## src/rtl/lpc_pkg.sv

```systemverilog
// lpc_pkg: definitions shared by the LPC host and the passive LPC decoder.
//   lpc_state_t    - host FSM states (also exported on the host debug port)
//   CYC_*, DIR_BIT - CYCTYPE field values and the direction bit index
//   SYNC_*         - SYNC nibble codes driven by a target
//   LAD_*          - host-driven START and ABORT nibbles
//   cyc_supported  - true for the cycle types this host can run (io, mem)
package lpc_pkg;

    typedef enum logic [3:0] {
        IDLE,
        START,
        CYCDIR,
        ADDR,
        WDATA,
        TAR,
        SYNC,
        RDATA,
        TAREND,
        RESP,
        ABORT
    } lpc_state_t;

    localparam logic [1:0] CYC_IO  = 2'b00;
    localparam logic [1:0] CYC_MEM = 2'b01;
    localparam int         DIR_BIT = 1;     // 0 = read, 1 = write

    localparam logic [3:0] SYNC_READY = 4'b0000;
    localparam logic [3:0] SYNC_SHORT = 4'b0101;
    localparam logic [3:0] SYNC_LONG  = 4'b0110;
    localparam logic [3:0] SYNC_ERR   = 4'b1010;
    localparam logic [3:0] SYNC_NONE  = 4'b1111;

    localparam logic [3:0] LAD_START = 4'b0000;
    localparam logic [3:0] LAD_ABORT = 4'b1111;

    function automatic logic cyc_supported(input logic [3:0] cyctype_dir);
        return (cyctype_dir[3:2] == CYC_IO) || (cyctype_dir[3:2] == CYC_MEM);
    endfunction

endpackage

```

## src/rtl/lpc_host_if.sv

```systemverilog
// lpc_host_if: request/response handshake plus LAD/LFRAME# pad signals of
// the LPC host.
//   master - the host (lpc_host) view
//   slave  - the requester / pad / target view
//
// Handshake: a request transfers on a rising edge where req_valid and
// req_ready are both high; req_ready is high only while the host is idle.
// Completion is a single-cycle rsp_valid pulse with no back-pressure;
// rsp_rdata and rsp_error are meaningful only while rsp_valid is high.
interface lpc_host_if;
    logic        req_valid;
    logic        req_ready;
    logic [3:0]  req_cyctype_dir;
    logic [31:0] req_addr;
    logic [7:0]  req_wdata;
    logic        rsp_valid;
    logic [7:0]  rsp_rdata;
    logic        rsp_error;
    logic [3:0]  lpc_ad_out;
    logic        lpc_ad_oe;
    logic [3:0]  lpc_ad_in;
    logic        lpc_frame;

    modport master (
        input  req_valid, req_cyctype_dir, req_addr, req_wdata, lpc_ad_in,
        output req_ready, rsp_valid, rsp_rdata, rsp_error,
               lpc_ad_out, lpc_ad_oe, lpc_frame
    );

    modport slave (
        output req_valid, req_cyctype_dir, req_addr, req_wdata, lpc_ad_in,
        input  req_ready, rsp_valid, rsp_rdata, rsp_error,
               lpc_ad_out, lpc_ad_oe, lpc_frame
    );
endinterface

```

## src/rtl/lpc_sync_eval.sv

```systemverilog
// lpc_sync_eval: classifies the SYNC nibble sampled from LAD and keeps the
// wait and no-response counters while the host sits in SYNC.
//   clk, rst_n - clock, async active-low reset
//   active     - host is in SYNC; counters are held at zero otherwise
//   ad_in      - sampled LAD nibble
//   ready      - leave SYNC and continue the cycle (READY or ERR code)
//   err        - the target reported an error SYNC
//   abort      - illegal code, no-response timeout or wait limit reached
module lpc_sync_eval
    import lpc_pkg::*;
#(
    parameter int SYNC_TIMEOUT = 4,
    parameter int WAIT_MAX     = 255
) (
    input  logic       clk,
    input  logic       rst_n,
    input  logic       active,
    input  logic [3:0] ad_in,
    output logic       ready,
    output logic       err,
    output logic       abort
);

    localparam int NW = $clog2(SYNC_TIMEOUT + 1);
    localparam int WW = $clog2(WAIT_MAX + 1);

    logic [NW-1:0] none_cnt;
    logic [WW-1:0] wait_cnt;
    logic          none_hit;
    logic          wait_hit;

    // Limits are checked against the count including the current cycle.
    assign none_hit = (32'(none_cnt) + 32'd1) >= 32'(SYNC_TIMEOUT);
    assign wait_hit = (32'(wait_cnt) + 32'd1) >= 32'(WAIT_MAX);

    always_comb begin
        ready = 1'b0;
        err   = 1'b0;
        abort = 1'b0;
        if (active) begin
            case (ad_in)
                SYNC_READY:            ready = 1'b1;
                SYNC_ERR:              begin ready = 1'b1; err = 1'b1; end
                SYNC_SHORT, SYNC_LONG: abort = wait_hit;
                SYNC_NONE:             abort = none_hit;
                default:               abort = 1'b1;
            endcase
        end
    end

    // The wait count is a total over the whole SYNC phase; the no-response
    // count only tracks an unbroken run of 1111.
    always_ff @(posedge clk or negedge rst_n) begin
        if (!rst_n) begin
            none_cnt <= '0;
            wait_cnt <= '0;
        end else if (!active) begin
            none_cnt <= '0;
            wait_cnt <= '0;
        end else begin
            case (ad_in)
                SYNC_SHORT, SYNC_LONG: begin
                    wait_cnt <= wait_cnt + WW'(1);
                    none_cnt <= '0;
                end
                SYNC_NONE: none_cnt <= none_cnt + NW'(1);
                default:   none_cnt <= '0;
            endcase
        end
    end

endmodule

```

## src/rtl/lpc_host.sv

```systemverilog
// lpc_host: LPC 1.1 initiator. Runs one single-byte io/mem read or write
// per request on LAD[3:0]/LFRAME#, handles SYNC waits, timeout and abort,
// and returns read data and status as a one-cycle response.
//   lpc_clock - LPC clock, rising edge
//   lpc_reset - async active-low reset; drops any cycle in flight
//   bus       - lpc_host_if.master (request, response, LAD out/oe/in, frame)
//   state     - current FSM state for debug
module lpc_host
    import lpc_pkg::*;
#(
    parameter int SYNC_TIMEOUT = 4,
    parameter int WAIT_MAX     = 255
) (
    input  logic       lpc_clock,
    input  logic       lpc_reset,
    lpc_host_if.master bus,
    output lpc_state_t state
);

    lpc_state_t  state_next;
    logic [2:0]  cnt;        // cycle index within the current state
    logic [3:0]  cyc_q;
    logic [31:0] addr_sh;    // next address nibble always sits in [31:28]
    logic [7:0]  wdata_q;
    logic [7:0]  rdata_q;
    logic        err_q;
    logic        is_read;
    logic        is_mem;
    logic        sync_ready;
    logic        sync_err;
    logic        sync_abort;

    logic        frame;
    logic        ad_oe;
    logic [3:0]  ad_out;
    logic        req_ready;
    logic        rsp_valid;
    logic        rsp_error;
    logic [7:0]  rsp_rdata;

    assign is_read = ~cyc_q[DIR_BIT];
    assign is_mem  = (cyc_q[3:2] == CYC_MEM);

    lpc_sync_eval #(
        .SYNC_TIMEOUT (SYNC_TIMEOUT),
        .WAIT_MAX     (WAIT_MAX)
    ) u_sync_eval (
        .clk    (lpc_clock),
        .rst_n  (lpc_reset),
        .active (state == SYNC),
        .ad_in  (bus.lpc_ad_in),
        .ready  (sync_ready),
        .err    (sync_err),
        .abort  (sync_abort)
    );

    always_ff @(posedge lpc_clock or negedge lpc_reset) begin
        if (!lpc_reset) state <= IDLE;
        else            state <= state_next;
    end

    always_comb begin
        state_next = state;
        case (state)
            IDLE:   if (bus.req_valid)
                        state_next = cyc_supported(bus.req_cyctype_dir) ? START : RESP;
            START:  state_next = CYCDIR;
            CYCDIR: state_next = ADDR;
            ADDR:   if (cnt == (is_mem ? 3'd7 : 3'd3))
                        state_next = is_read ? TAR : WDATA;
            WDATA:  if (cnt == 3'd1) state_next = TAR;
            TAR:    if (cnt == 3'd1) state_next = SYNC;
            SYNC:   if (sync_abort)      state_next = ABORT;
                    else if (sync_ready) state_next = is_read ? RDATA : TAREND;
            RDATA:  if (cnt == 3'd1) state_next = TAREND;
            TAREND: if (cnt == 3'd1) state_next = RESP;
            RESP:   state_next = IDLE;
            ABORT:  if (cnt == 3'd3) state_next = RESP;
            default: state_next = IDLE;
        endcase
    end

    always_comb begin
        frame     = 1'b1;
        ad_oe     = 1'b0;
        ad_out    = LAD_ABORT;
        req_ready = 1'b0;
        rsp_valid = 1'b0;
        rsp_error = 1'b0;
        rsp_rdata = 8'h00;
        case (state)
            IDLE:   req_ready = 1'b1;
            START:  begin frame = 1'b0; ad_oe = 1'b1; ad_out = LAD_START; end
            CYCDIR: begin ad_oe = 1'b1; ad_out = cyc_q; end
            ADDR:   begin ad_oe = 1'b1; ad_out = addr_sh[31:28]; end
            WDATA:  begin ad_oe = 1'b1; ad_out = cnt[0] ? wdata_q[7:4] : wdata_q[3:0]; end
            TAR:    ad_oe = (cnt == 3'd0);   // drive 1111 once, then release
            RESP:   begin
                rsp_valid = 1'b1;
                rsp_error = err_q;
                rsp_rdata = err_q ? 8'h00 : rdata_q;
            end
            ABORT:  begin frame = 1'b0; ad_oe = 1'b1; ad_out = LAD_ABORT; end
            default: ;
        endcase
    end

    always_ff @(posedge lpc_clock or negedge lpc_reset) begin
        if (!lpc_reset) begin
            cnt     <= 3'd0;
            cyc_q   <= 4'h0;
            addr_sh <= 32'h0;
            wdata_q <= 8'h00;
            rdata_q <= 8'h00;
            err_q   <= 1'b0;
        end else begin
            cnt <= (state_next != state) ? 3'd0 : cnt + 3'd1;
            case (state)
                IDLE: if (bus.req_valid) begin
                    cyc_q   <= bus.req_cyctype_dir;
                    // io cycles send only the low 16 address bits
                    addr_sh <= (bus.req_cyctype_dir[3:2] == CYC_MEM) ? bus.req_addr
                                                                     : {bus.req_addr[15:0], 16'h0000};
                    wdata_q <= bus.req_wdata;
                    rdata_q <= 8'h00;
                    err_q   <= ~cyc_supported(bus.req_cyctype_dir);
                end
                ADDR:  addr_sh <= {addr_sh[27:0], 4'h0};
                SYNC:  if (sync_err || sync_abort) err_q <= 1'b1;
                RDATA: if (cnt == 3'd0) rdata_q[3:0] <= bus.lpc_ad_in;
                       else             rdata_q[7:4] <= bus.lpc_ad_in;
                default: ;
            endcase
        end
    end

    assign bus.lpc_frame  = frame;
    assign bus.lpc_ad_oe  = ad_oe;
    assign bus.lpc_ad_out = ad_out;
    assign bus.req_ready  = req_ready;
    assign bus.rsp_valid  = rsp_valid;
    assign bus.rsp_error  = rsp_error;
    assign bus.rsp_rdata  = rsp_rdata;

endmodule

```

## src/flat_wrapper.sv

```systemverilog
// flat-port wrapper written by rule: the top's interface ports become plain ports
module lpc_host_flat import lpc_pkg::*;
#(
    parameter int SYNC_TIMEOUT = 4,
    parameter int WAIT_MAX     = 255
)
  (lpc_clock, lpc_reset, state, bus_req_valid, bus_req_cyctype_dir, bus_req_addr, bus_req_wdata, bus_lpc_ad_in, bus_req_ready, bus_rsp_valid, bus_rsp_rdata, bus_rsp_error, bus_lpc_ad_out, bus_lpc_ad_oe, bus_lpc_frame);
  lpc_host_if bus_i ();
  input  logic lpc_clock;
  input  logic lpc_reset;
  output lpc_state_t state;
  input wire logic [$bits(bus_i.req_valid)-1:0] bus_req_valid;
  input wire logic [$bits(bus_i.req_cyctype_dir)-1:0] bus_req_cyctype_dir;
  input wire logic [$bits(bus_i.req_addr)-1:0] bus_req_addr;
  input wire logic [$bits(bus_i.req_wdata)-1:0] bus_req_wdata;
  input wire logic [$bits(bus_i.lpc_ad_in)-1:0] bus_lpc_ad_in;
  output wire logic [$bits(bus_i.req_ready)-1:0] bus_req_ready;
  output wire logic [$bits(bus_i.rsp_valid)-1:0] bus_rsp_valid;
  output wire logic [$bits(bus_i.rsp_rdata)-1:0] bus_rsp_rdata;
  output wire logic [$bits(bus_i.rsp_error)-1:0] bus_rsp_error;
  output wire logic [$bits(bus_i.lpc_ad_out)-1:0] bus_lpc_ad_out;
  output wire logic [$bits(bus_i.lpc_ad_oe)-1:0] bus_lpc_ad_oe;
  output wire logic [$bits(bus_i.lpc_frame)-1:0] bus_lpc_frame;
  assign bus_i.req_valid = bus_req_valid;
  assign bus_i.req_cyctype_dir = bus_req_cyctype_dir;
  assign bus_i.req_addr = bus_req_addr;
  assign bus_i.req_wdata = bus_req_wdata;
  assign bus_i.lpc_ad_in = bus_lpc_ad_in;
  assign bus_req_ready = bus_i.req_ready;
  assign bus_rsp_valid = bus_i.rsp_valid;
  assign bus_rsp_rdata = bus_i.rsp_rdata;
  assign bus_rsp_error = bus_i.rsp_error;
  assign bus_lpc_ad_out = bus_i.lpc_ad_out;
  assign bus_lpc_ad_oe = bus_i.lpc_ad_oe;
  assign bus_lpc_frame = bus_i.lpc_frame;
  lpc_host #(.SYNC_TIMEOUT(SYNC_TIMEOUT), .WAIT_MAX(WAIT_MAX)) u_core (.lpc_clock(lpc_clock), .lpc_reset(lpc_reset), .bus(bus_i), .state(state));
endmodule
```

## config.mk

```make
export PLATFORM = sky130hd
export DESIGN_NAME = lpc_host_flat
export DESIGN_NICKNAME = d
export VERILOG_FILES = /design/src/rtl/lpc_pkg.sv /design/src/rtl/lpc_host_if.sv /design/src/rtl/lpc_sync_eval.sv /design/src/rtl/lpc_host.sv /design/src/flat_wrapper.sv
export SDC_FILE = /design/constraint.sdc
export NUM_CORES = 1
export LEC_CHECK = 0
export CORE_MARGIN = 1.5
export CORE_UTILIZATION = 48
export CTS_CLUSTER_SIZE = 30
export DETAILED_ROUTE_END_ITERATION = 6
export PLACE_DENSITY = 0.77
export SLEW_MARGIN = 20
export SYNTH_ARGS = -nofsm -noshare
export SYNTH_HDL_FRONTEND = slang
export SYNTH_HIERARCHICAL = 1
export SYNTH_SLANG_ARGS = --single-unit
```

## constraint.sdc

```tcl
create_clock -name lpc_clock -period 2.3 [get_ports lpc_clock]
set_input_delay 0.345 -clock lpc_clock [delete_from_list [all_inputs] [get_ports lpc_clock]]
set_output_delay 0.345 -clock lpc_clock [all_outputs]
set_load 0.005 [all_outputs]
```

======== After elaboration in Yosys (flattened, before gate mapping) ========
Cells that the tools add are included.
word-level totals
  register bits ........................... 71
  word-level logic and storage cells ...... 105
  input port bits ......................... 51
operators by class
  muxes and demuxes ....................... 44
  reductions and logical operators ........ 18
  magnitude comparators ................... 2
  $add $sub $neg .......................... 5
  bitwise logic cells ..................... 1
  eq/ne operators ......................... 25
operator list
  operator             count
  $mux 32              2
  $pmux 32 s2          1
  $mux 4               14
  $mux 8               5
  $pmux 4 s10          1
  $ge 32x3->1 const B  1
  $eq 4x3->1 const B   6
  $eq 4x4->1 const B   5
  $pmux 4 s4           1
  $pmux 8 s2           1
  $mux 1               12
  $mux 3               4
  $add 8x1->9 const B  1
  $ge 9x8->1 const B   1
  $reduce_and 3->1     3
  $add 8x1->8 const B  1
  $eq 4x2->1 const B   2
  $logic_not 4->1      2
  $add 3x1->3 const B  2
  $ne 2x1->1 const B   3
  $reduce_bool 2->1    3
  $reduce_or 2->1      3
  $reduce_or 5->1      1
  $add 3x1->4 const B  1
  14 further kinds     19

======== Depth between registers and ports, before layout ========
  depth in word-level cells ............... 9
  mapped depth ............................ 11
  mapped depth without buffers ............ 11

======== Modules after synthesis ========
The synthesis kept the hierarchy.
modules (own cells, without submodules)
  module         cells each  area an instance (sq um)  instances
  lpc_host       373         3329.4                    1
  lpc_sync_eval  79          735.7                     1

======== Worst setup path before layout ========
No wires, ideal clock.
  path kind ............................... reg2reg
  start ................................... reg u_core.state[0]
  end ..................................... reg u_core.cnt[0]
  setup slack ............................. -0.185 ns
  cell stages (with the launch flop) ...... 11
  period minus slack after synthesis ...... 2.485 ns
  data arrival time ....................... 2.349 ns
  library setup time ...................... 0.136 ns
  path through ............................ dfrtp_1 buf_4 and4bb_1 inv_2 or3_2 a21oi_1 nor3b_1 a32oi_1 o221ai_1 nor2b_1 nor4_1
between the ends
  longest elaborated chain between the ends .. 7
  elaborated cells on any way between the ends .. 24
  classes of those cells .................. 10 x eq/ne; 13 x mux; 1 x reduce/logical
RTL lines
  what                    line                 source
  start, declared         lpc_host.sv:17       output lpc_state_t state
  start signal, assigned  lpc_host.sv:59       else state <= state_next;
  $eq 4x3->1              lpc_host.sv:50       .active (state == SYNC),
  $mux 1                  lpc_sync_eval.sv:40  if (active) begin
  via u_core.sync_ready   lpc_host.sv:29       logic sync_ready;
  $mux 4                  lpc_host.sv:74       else if (sync_ready) state_next = is_read ? RDATA : TAREND;
  $mux 4                  lpc_host.sv:73       SYNC: if (sync_abort) state_next = ABORT;
  $pmux 4 s10             lpc_host.sv:64       case (state)
  $ne 4x4->1              lpc_host.sv:117      cnt <= (state_next != state) ? 3'd0 : cnt + 3'd1;
  $mux 3                  lpc_host.sv:117
  end signal, assigned    lpc_host.sv:117
  end, declared           lpc_host.sv:21       logic [2:0] cnt;
The timed path passes the listed nets, and every way through them passes these cells.
A chain may end at the register's enable or synchronous reset.

======== Final worst setup path ========
  start ................................... reg u_core.u_sync_eval.wait_cnt[1]
  end ..................................... reg u_core.cnt[2]
between the ends
  longest elaborated chain between the ends .. 8
RTL lines
  what                    line                 source
  start, declared         lpc_sync_eval.sv:28  logic [WW-1:0] wait_cnt;
  start signal, assigned  lpc_sync_eval.sv:63  wait_cnt <= wait_cnt + WW'(1);
  $add 8x1->9             lpc_sync_eval.sv:34  assign wait_hit = (32'(wait_cnt) + 32'd1) >= 32'(WAIT_MAX);
  $ge 9x8->1              lpc_sync_eval.sv:34
  $pmux 1 s3              lpc_sync_eval.sv:41  case (ad_in)
  $mux 1                  lpc_sync_eval.sv:40
  via u_core.sync_abort   lpc_host.sv:31       logic sync_abort;
  $mux 4                  lpc_host.sv:73
  $pmux 4 s10             lpc_host.sv:64
  $ne 4x4->1              lpc_host.sv:117
  $mux 3                  lpc_host.sv:117
The timed path passes the listed nets, and every way through them passes these cells.

==> run summary <==
Hold_buf cts - 0
# nets final - 616
Final Skew - 0.00816 ns
Worst reg2reg path depth - 10
CP endpoint kind - register
P_int - 3.67 mW
Post-synthesis sequential area ratio - 43.7%
Clk buf depth - 2
Startpoint Class - register
Diode count - 0
Post-DP HPWL - 7740 um
Worst path bufs/invs - 0
Hold Crit Class - in -> async
Die width - 95.0 um
Routability cong. - 0.917
Crit share post-route - 104%
Number of global-route vias before repair - 3772
FFs w/ async S/R, synth - 100%
RSZ-0062 raised after global routing - true
Clk pwr share - 14.7%
Sw Share - 39.2%
Layout area overhead - 36.3%
Critical path peak fanout - 4
Root buf cell - clkbuf_8
Most numerous cell in the Yosys netlist - nand2_1
# H-tree levels - 3
YS warnings - 6
Failing checks - hold timing, setup timing
Die Footprint - 0.00903 sq mm
Run status - finished with violations
Top FF cell, synth - dfrtp_1
Layout cells sized above 1 - 23.1%
Setup-failing EPs final - 3
TritonRoute pass-1 iters - 5
Crit path cell chain - ha_4 -> o21bai_1 -> nor4bb_4 -> o211ai_1 -> nand3_2 -> nor3b_2 -> a32oi_1 -> o221ai_2 -> nor2b_4 -> nor4_2
Aggregate routed wire length - 11200 um
CTS buffer count - 9
Post-route ant nets - 0
Req. time, crit path - 2.54 ns
Gate Count Post-Synth - 452
Syn_nets - 510
Initial DRC Count - 297
Crit path from - u_core/u_sync_eval/wait_cnt[1]
Core Rows - 33
PortBufs - 71
Tot Pwr - 6.04 mW
Static Leak - 2.55 nW
Yosys reg bits - 71
Crit path time final - 2.38 ns
Synth area leader - dfrtp_1
Reg2reg start - u_core/u_sync_eval/wait_cnt[1]
Via count - 3761
Distinct cell type count after synthesis - 63
Minimum hold slack - -0.000550 ns
Per-cell routed wire length - 16.8 um
Global-route wire length before repair - 18600 um
Initial antenna violation count - 0
Die H - 95.0 um
Share of the synthesized area in the top cell type - 43.7%
Worst endpoint data arrival time - 2.62 ns
Worst-path clk slew - 0.08 ns
Largest delay share family, worst path - simple AND/OR/NAND/NOR gates
Fin. max-slew vios - 0
CORE AREA - 0.00822 sq mm
Crit-path max cell delay - 0.45 ns
R2R Path End - u_core/cnt[2]
Cell area after synthesis - 0.00407 sq mm
Net Sw Power - 2.37 mW
Ranking of synthesized cells by area - dfrtp_1, nand2_1, a221o_1
Flop-to-flop setup slack - -0.08 ns
Sequential share of power - 33.6%
Pin count of the biggest net entering global routing - 45
Max-cap viol count - 0
Vias per cell - 5.64
Grt ovf - 0
DRC viols - 0
Setup Crit Path Kind - reg -> reg
Clk sinks - 71
Final core occ - 67.5%
Fmax - 0.419 GHz
VDD IR max - 0.521 mV
CP Capture Point - u_core/cnt[2]
Final Hold Fails - 2
Gr usage total - 26.7%
Crit path depth - 10
CTS tree - yes
Slack of the critical path - -0.0840 ns
Comb pwr share - 51.7%
Post-synth EDFFs - 0
Average cell area after synthesis - 8.99 sq um
Initial Util - 49.5%
# IOs - 72
Worst-Skew Late Latency - 0.34 ns
Worst Tran Pin Value - 0.646 ns
Pwr Density - 1090 mW/mm^2
Slowest CP cell - dfrtp_2
Commonest cells in the netlist - nand2_1, dfrtp_1, nor2_1, nand3_1, a21oi_1
Max transition margin - 56.9%
-- power groups by stage --
stage | clock network, mW | registers [mW] | logic, mW
after global placement | 0 | 2.01 | 2.71
after floorplan | 0 | 1.95 | 1.94
final | 0.889 | 2.03 | 3.12
after CTS | 0.910 | 2.02 | 3.00
after detailed placement | 0 | 2.03 | 2.79
after global routing | 0.964 | 2.09 | 3.44
-- cells by family after synthesis --
group,Yosys count,synth area share [%]
simple gates,221,27.5
flops,71,43.7
buf+inv,39,5.42
xor+xnor,12,2.77
mux,11,2.95
compound gates,91,15.5
fa+ha+maj,7,2.15
-- cell type report --
class / instances / area (sq um)
fillers: 661 / 2670
multi-input cells: 342 / 2240
flip-flops and latches: 71 / 1780
clock inverters: 5 / 35.0
repair buffers: 124 / 1180
well taps: 105 / 131
clock buffers: 10 / 138
inverters: 10 / 37.5
-- metal layers --
metal | routed length, um | global-route usage, %
met1 | 5020 | 36.1
met2 | 5370 | 43.9
met3 | 555 | 3.83
met4 | 265 | 9.33
met5 | 0 | 0
-- repair_timing --
action,in CTS,in global routing
gates resized for setup,45,30
setup endpoints to repair,18,13
setup buffers,14,4
gates cloned,1,0
pin swaps,9,10
-- worst min-delay path by stage --
stage	end	slack (ns)
finish	u_core/addr_sh[4]	-0.0005
floorplan	u_core/addr_sh[0]	0.05
detailed placement	u_core/addr_sh[4]	0.38
CTS	u_core/addr_sh[5]	0.01
global placement	u_core/addr_sh[4]	0.38
global route	u_core/addr_sh[4]	0.04
-- flip-flops by register name, indices dropped and copies added, names as in the netlist --
register,cells
u_core/wdata_q,8
u_core/rdata_q,8
u_core/cnt,3
u_core/cyc_q,4
u_core/state,4
u_core/u_sync_eval/none_cnt,3
u_core/addr_sh,32
u_core/u_sync_eval/wait_cnt,8
u_core/err_q,1
-- per-stage QoR --
stage                     cell area, sq um  setup WS, ns  hold WS (ns)  std cells  setup TNS, ns
final                                 5540       -0.0840     -0.000550        667         -0.206
after floorplan                       4090       -0.0547        0.0494        452         -0.145
after global routing                  5540        -0.231        0.0406        667         -0.709
after detailed placement              5030        -0.324         0.382        633          -1.78
after global placement                5030        -0.224         0.380        633         -0.783
after CTS                             5440       -0.0881        0.0123        663         -0.239
-- placed cells by master (no fill, tap or decap), types with 3 or more instances in the layout --
master,Yosys,final
and4bb_2,2,3
o21ai_0,8,7
mux2_2,8,8
a21oi_1,24,22
a22o_1,4,4
and3_1,5,4
clkdlybuf4s50_1,0,53
a221o_1,16,16
and2_4,1,3
xnor2_1,9,9
ha_1,7,6
dfrtp_1,71,70
nand2b_1,8,7
buf_4,1,43
clkbuf_2,1,3
clkdlybuf4s15_1,0,5
dlygate4sd2_1,0,5
inv_1,9,8
nor2_1,30,28
buf_12,2,4
nand2_1,104,104
mux2i_1,3,3
nand3_1,25,24
and2_1,11,8
nor4_2,2,4
o21bai_1,3,3
dlymetal6s2s_1,0,3
or2_2,3,3
a31oi_1,17,17
buf_6,3,4
clkbuf_8,0,10
(Power assumes the default switching activity.)
